`config.mk`:
```
export PLATFORM = sky130hd
export DESIGN_NAME = pwm_duty_ctrl
export DESIGN_NICKNAME = d
export VERILOG_FILES = /design/src/rtl/pwm_ctrl_pkg.sv /design/src/rtl/pwm_duty_ctrl_ovr_monitor.sv /design/src/rtl/pwm_duty_ctrl.sv
export SDC_FILE = /design/constraint.sdc
export NUM_CORES = 1
export LEC_CHECK = 0
export ABC_AREA = 1
export CORE_UTILIZATION = 34
export DETAILED_ROUTE_END_ITERATION = 10
export SYNTH_ARGS = -nofsm -noshare
export SYNTH_HDL_FRONTEND = slang
export SYNTH_SLANG_ARGS = --single-unit
```
`constraint.sdc`:
```
create_clock -name clk -period 8.55 [get_ports clk]
set_input_delay 0.855 -clock clk [delete_from_list [all_inputs] [get_ports clk]]
set_output_delay 0.855 -clock clk [all_outputs]
set_load 0.01 [all_outputs]
```
`src/rtl/pwm_ctrl_pkg.sv`:
```
`default_nettype none
// ============================================================================
// Module      : pwm_ctrl_pkg
// Description : Shared widths, defaults and state type for the PWM duty
//               sequencer and its over-current monitor.
// Revision    : 1.0 - initial release
// ============================================================================
package pwm_ctrl_pkg;

    localparam int DUTY_W     = 11;
    localparam int OVR_CNT_W  = 4;

    localparam logic [DUTY_W-1:0] STEP_DEF      = 11'd16;
    localparam logic [DUTY_W-1:0] DUTY_MAX_DEF  = 11'h7F0;
    localparam int                OVR_LIMIT_DEF = 3;

    typedef enum logic [1:0] {
        HOLD  = 2'd0,
        RAMP  = 2'd1,
        FAULT = 2'd2
    } ctrl_state_t;

    function automatic logic [DUTY_W-1:0] duty_clamp(
        input logic [DUTY_W-1:0] value,
        input logic [DUTY_W-1:0] ceiling
    );
        return (value > ceiling) ? ceiling : value;
    endfunction

endpackage
`default_nettype wire

```
`src/rtl/pwm_duty_ctrl_ovr_monitor.sv`:
```
`default_nettype none
// ============================================================================
// Module      : ovr_monitor
// Description : Blank-qualified over-current sampling and a consecutive
//               PWM-period counter; pulses trip when the run hits OVR_LIMIT.
// Revision    : 1.0 - initial release
// ============================================================================
module ovr_monitor
    import pwm_ctrl_pkg::*;
#(
    parameter int OVR_LIMIT = OVR_LIMIT_DEF
) (
    input  logic clk,
    input  logic rst,
    input  logic PWM_synch,
    input  logic OVR_I,
    input  logic OVR_I_blank_n,
    input  logic duty_nz,
    input  logic clr,
    output logic trip
);

    logic                 r_seen;
    logic [OVR_CNT_W-1:0] r_cnt;
    logic                 w_qual;
    logic                 w_hit;
    logic [OVR_CNT_W-1:0] w_cnt_inc;

    assign w_qual    = OVR_I & OVR_I_blank_n & duty_nz;
    // A qualified sample on the period-end cycle itself still counts for that period.
    assign w_hit     = r_seen | w_qual;
    assign w_cnt_inc = (r_cnt == {OVR_CNT_W{1'b1}}) ? r_cnt : r_cnt + 1'b1;
    assign trip      = PWM_synch & w_hit & ~clr & (w_cnt_inc == OVR_CNT_W'(OVR_LIMIT));

    always_ff @(posedge clk) begin
        if (rst || clr) begin
            r_seen <= 1'b0;
            r_cnt  <= '0;
        end else if (PWM_synch) begin
            r_seen <= 1'b0;
            r_cnt  <= w_hit ? w_cnt_inc : '0;
        end else if (w_qual) begin
            r_seen <= 1'b1;
        end
    end

endmodule
`default_nettype wire

```
`src/rtl/pwm_duty_ctrl.sv`:
```
`default_nettype none
// ============================================================================
// Module      : pwm_duty_ctrl
// Description : Slews the PWM duty toward an accepted target once per PWM
//               period and latches an over-current fault that forces duty 0.
// Revision    : 1.0 - initial release
// ============================================================================
module pwm_duty_ctrl
    import pwm_ctrl_pkg::*;
#(
    parameter logic [DUTY_W-1:0] STEP      = STEP_DEF,
    parameter logic [DUTY_W-1:0] DUTY_MAX  = DUTY_MAX_DEF,
    parameter int                OVR_LIMIT = OVR_LIMIT_DEF
) (
    input  logic              clk,
    input  logic              rst,
    input  logic [DUTY_W-1:0] tgt_duty,
    input  logic              tgt_vld,
    output logic              tgt_rdy,
    input  logic              PWM_synch,
    input  logic              OVR_I_blank_n,
    input  logic              OVR_I,
    input  logic              clr_fault,
    output logic [DUTY_W-1:0] duty,
    output logic              at_target,
    output logic              fault
);

    ctrl_state_t       r_state;
    logic [DUTY_W-1:0] r_duty;
    logic [DUTY_W-1:0] r_target;
    logic              r_fault;

    logic [DUTY_W-1:0] w_tgt_clamped;
    logic              w_accept;
    logic              w_up;
    logic [DUTY_W:0]   w_diff;
    logic              w_step_done;
    logic [DUTY_W-1:0] w_duty_step;
    logic              w_do_step;
    logic [DUTY_W-1:0] w_duty_nxt;
    logic              w_trip;

    assign w_tgt_clamped = duty_clamp(tgt_duty, DUTY_MAX);
    assign w_accept      = tgt_vld & tgt_rdy;

    assign w_up        = r_target > r_duty;
    assign w_diff      = w_up ? ({1'b0, r_target} - {1'b0, r_duty})
                              : ({1'b0, r_duty} - {1'b0, r_target});
    assign w_step_done = w_diff <= {1'b0, STEP};
    assign w_duty_step = w_step_done ? r_target
                       : (w_up ? r_duty + STEP : r_duty - STEP);
    assign w_do_step   = (r_state == RAMP) & PWM_synch;
    assign w_duty_nxt  = w_do_step ? w_duty_step : r_duty;

    ovr_monitor #(
        .OVR_LIMIT     (OVR_LIMIT)
    ) u_ovr_monitor (
        .clk           (clk),
        .rst           (rst),
        .PWM_synch     (PWM_synch),
        .OVR_I         (OVR_I),
        .OVR_I_blank_n (OVR_I_blank_n),
        .duty_nz       ((r_duty != '0) && (r_state != FAULT)),
        .clr           ((r_state == FAULT) && clr_fault),
        .trip          (w_trip)
    );

    always_ff @(posedge clk) begin
        if (rst) begin
            r_state  <= HOLD;
            r_duty   <= '0;
            r_target <= '0;
            r_fault  <= 1'b0;
        end else begin
            case (r_state)
                FAULT: begin
                    if (clr_fault) begin
                        r_state  <= HOLD;
                        r_fault  <= 1'b0;
                        r_target <= '0;
                    end
                end
                default: begin
                    if (w_trip) begin
                        r_state <= FAULT;
                        r_duty  <= '0;
                        r_fault <= 1'b1;
                    end else begin
                        r_duty <= w_duty_nxt;
                        if (w_do_step && w_step_done) begin
                            r_state <= HOLD;
                        end
                        // Compare against the post-step duty so a same-cycle step cannot strand HOLD off-target.
                        if (w_accept) begin
                            r_target <= w_tgt_clamped;
                            r_state  <= (w_tgt_clamped != w_duty_nxt) ? RAMP : HOLD;
                        end
                    end
                end
            endcase
        end
    end

    assign tgt_rdy   = (r_state != FAULT);
    assign at_target = (r_duty == r_target) && (r_state != FAULT);
    assign duty      = r_duty;
    assign fault     = r_fault;

endmodule
`default_nettype wire

```
==> impl_results.md <==
* Leakage power at between 2 and 2.5 nW
* Reg2reg setup slack at 4.80 ns
* Htree depth at 2
* Clk root buf: clkbuf_8
* Clock buffer depth at 2
* Final Max Tran Viols at 0
* Io pins at 32
* Critical path capture point type: flip-flop
* Commonest non-fill, non-tap cell in the layout: nand2_1
* Placed insts at around 750
* Core ar. at 0.00986 mm2
* WHS Endpoint: u_ovr_monitor.r_seen
* Highest Clock Rate at 267 MHz
* Final wirelength at 10,400 um
* Max-cap violations at 0
* Mean Syn Cell Area at 5.87 um2
* Peak VDD IR at 83.6 uV
* Cts bufs inserted at 5
* Overflow after GRT at 0
* Vias per Instance at roughly 5
* Gr usage total at 20.9%
* Power Dens Cells at 141 mW/mm2
* Hold Buf Count CTS at 0
* DRC at 0
* Max incr delay on CP at 0.57 ns
* DP Area at between 0.003 and 0.004 mm2
* WL/cell at 13.6 um
* Worst hold slack at 0.467 ns
* Clk slew on worst S/H paths at 0.07 ns
* Crit path launch: duty[4]
* #FFs+latches synth at 30
* Post-CTS setup buffers at 0
* RSZ-0062 raised after global routing: no
* FFs w/ async S/R, synth at 0%
* Starting density of the core at 35.5%
* Worst path bufs/invs at 3
* Share of the synthesized area in the top cell type at between 20% and 30%
* Design Area, Final at ~0.004 mm2
* Post-detail-place hpwl at 8390 um
* Arrival time worst endpoint at between 3 and 4 ns
* Status: complete, no violations
* Largest net degree at the start of global routing at 26
* Synth top area cells: nand2_1 (21%), dfxtp_1 (17%), inv_1 (11%)
* Final-report setup violation count at 0
* CTS resizes at 0
* WHS Path Cells at 2
* Worst R2R Path Depth at 26
* Share of layout cells above drive strength 1 at 8.63%
* Port bufs at 31
* Footprint of the multi-input gates at around 0.0024 mm2
* Number of global-route vias before repair at about 3.6k
* Family with the most delay on the worst path: simple AND/OR/NAND/NOR gates
* Distinct cell type count after synthesis at 37
* Setup TNS at 0 ns
* Final cell count without fillers at 759
* Synth warn at 0
* Antenna-violating nets left at 0
* Number of synthesized flops with an enable pin at 0
* WS Path Type: flip-flop to flip-flop
* # rows at 36
* Hold Path Origin: u_ovr_monitor.r_seen
* Placer Congestion at ~0.93
* Main synth FF type: dfxtp_1
* Synthesized area at 0.00350 mm2
* Worst R2R Start: duty[4]
* Synth Net Count at 644
* Largest area contributor in the netlist: nand2_1
* Fin crit share at between 40 and 50%
* R2r endpoint: r_state[0]
* Final hold viol count at 0
* # fillers at between 1k and 1.5k
* Skew final at a little over 0.006 ns
* Chip Height at 103 um
* CP required at 8.68 ns
* Slowest cell on crit path: dfxtp_1
* Register area at 601 um2
* Most frequent CP cell: nand2_1
* CTS tree: built
* Worst Setup Start Kind: flip-flop
* Final #Nets at ~670
* DRT iter0 DRCs at ~270
* Clock Latency Late Sink at 0.28 ns
* Worst-path maximum fanout at 9
* Layout area overhead at 14.6%
* DIE AREA at approximately 0.011 mm2
* Pre-antenna DRT Iters at 5
* First-pass GRT wire length at roughly 17,000 um
* Post-route minimum period at around 3.7 ns
* Initial antenna violation count at 0
* # clock sinks at 30
* Cells after Synth at around 600
* DR vias at 3,813
* Slew margin rel. at between 20% and 30%
* Worst hold path class: flip-flop to flip-flop
* N_diodes at 0
* Worst slew pin tran at 1.06 ns
* Chip width at between 100 and 150 um
* Most frequent cells in the layout: nand2_1 (200), inv_1 (101), nand3_1 (57)
* Seq/Total Area, Yosys at 17.1%
* Post-route core utilization at roughly two fifths
[report_power, final]
part	total (mW)	switching [mW]	leakage, nW	internal, mW
clock	0.122	0.0576	0.0472	0.0646
sequential	0.158	0.0104	0.246	0.147
combinational	0.287	0.185	1.75	0.102
total	0.567	0.253	2.05	0.314
[tightest hold or removal path: stages (launching register included)]
cell and delay (ns):
dfxtp_1 0.31, nor2_1 0.05, nor2_1 0.07
[metal layers]
metal | up-vias | part of all wire (%) | GRT usage (%)
met5 | - | 0 | 0
met3 | 19 | 4.4 | 1.88
met1 | 1740 | 46 | 27.2
li1 | 1952 | - | -
met2 | 102 | 47 | 36.0
met4 | 0 | 2.4 | 7.37
[state kept, by name, summed over array words and instances (netlist names)]
| register | count |
|---|---|
| duty | 11 |
| fault | 1 |
| r_state | 2 |
| r_target | 11 |
| u_ovr_monitor.r_cnt | 4 |
| u_ovr_monitor.r_seen | 1 |
[layout make-up]
type | instances | share of cell area [%]
Multi-Input combinational cell | 448 | 60.5
Tap cell | 133 | 4.14
Sequential cell | 30 | 15.0
Clock buffer | 6 | 2.06
Inverter | 108 | 10.1
Clock inverter | 2 | 0.312
Timing Repair Buffer | 32 | 7.92
[kinds of logic (layout without fill, tap and decap cells)]
kind of cell,Yosys count,in the layout,synth area share (%)
and+or+nand+nor,357,357,47.7
buffers and inverters,119,148,13.5
AOI/OAI and AO/OA,57,57,9.90
DFF,30,30,17.1
adders and majority gates,29,29,10.6
xor gates and xnor gates,5,5,1.25
[how the worst max path moves through the flow]
stage            endpoint  cells after the start
2_1_floorplan  r_state[0]                     25
3_3_place_gp   r_state[0]                     14
3_5_place_dp   r_state[0]                     26
4_1_cts        r_state[0]                     26
5_1_grt        r_state[0]                     26
6_report       r_state[0]                     26
[cells in the mapped netlist, drive strengths merged, types with 4 or more instances]
cell type / number
nand2: 212
inv: 106
nand3: 69
nor2: 45
a21oi: 36
dfxtp: 30
ha: 28
nand4: 16
a211oi: 11
buf: 7
nand3b: 5
nor4: 5
clkbuf: 4
o21ai: 4
xor2: 4
[per-stage QoR]
stage	power [mW]	setup WS, ns
2_1_floorplan	0.377	5.37
3_3_place_gp	0.441	4.87
3_5_place_dp	0.444	4.87
4_1_cts	0.567	4.84
5_1_grt	0.615	4.44
6_report	0.567	4.80
(Power assumes the default switching activity.)
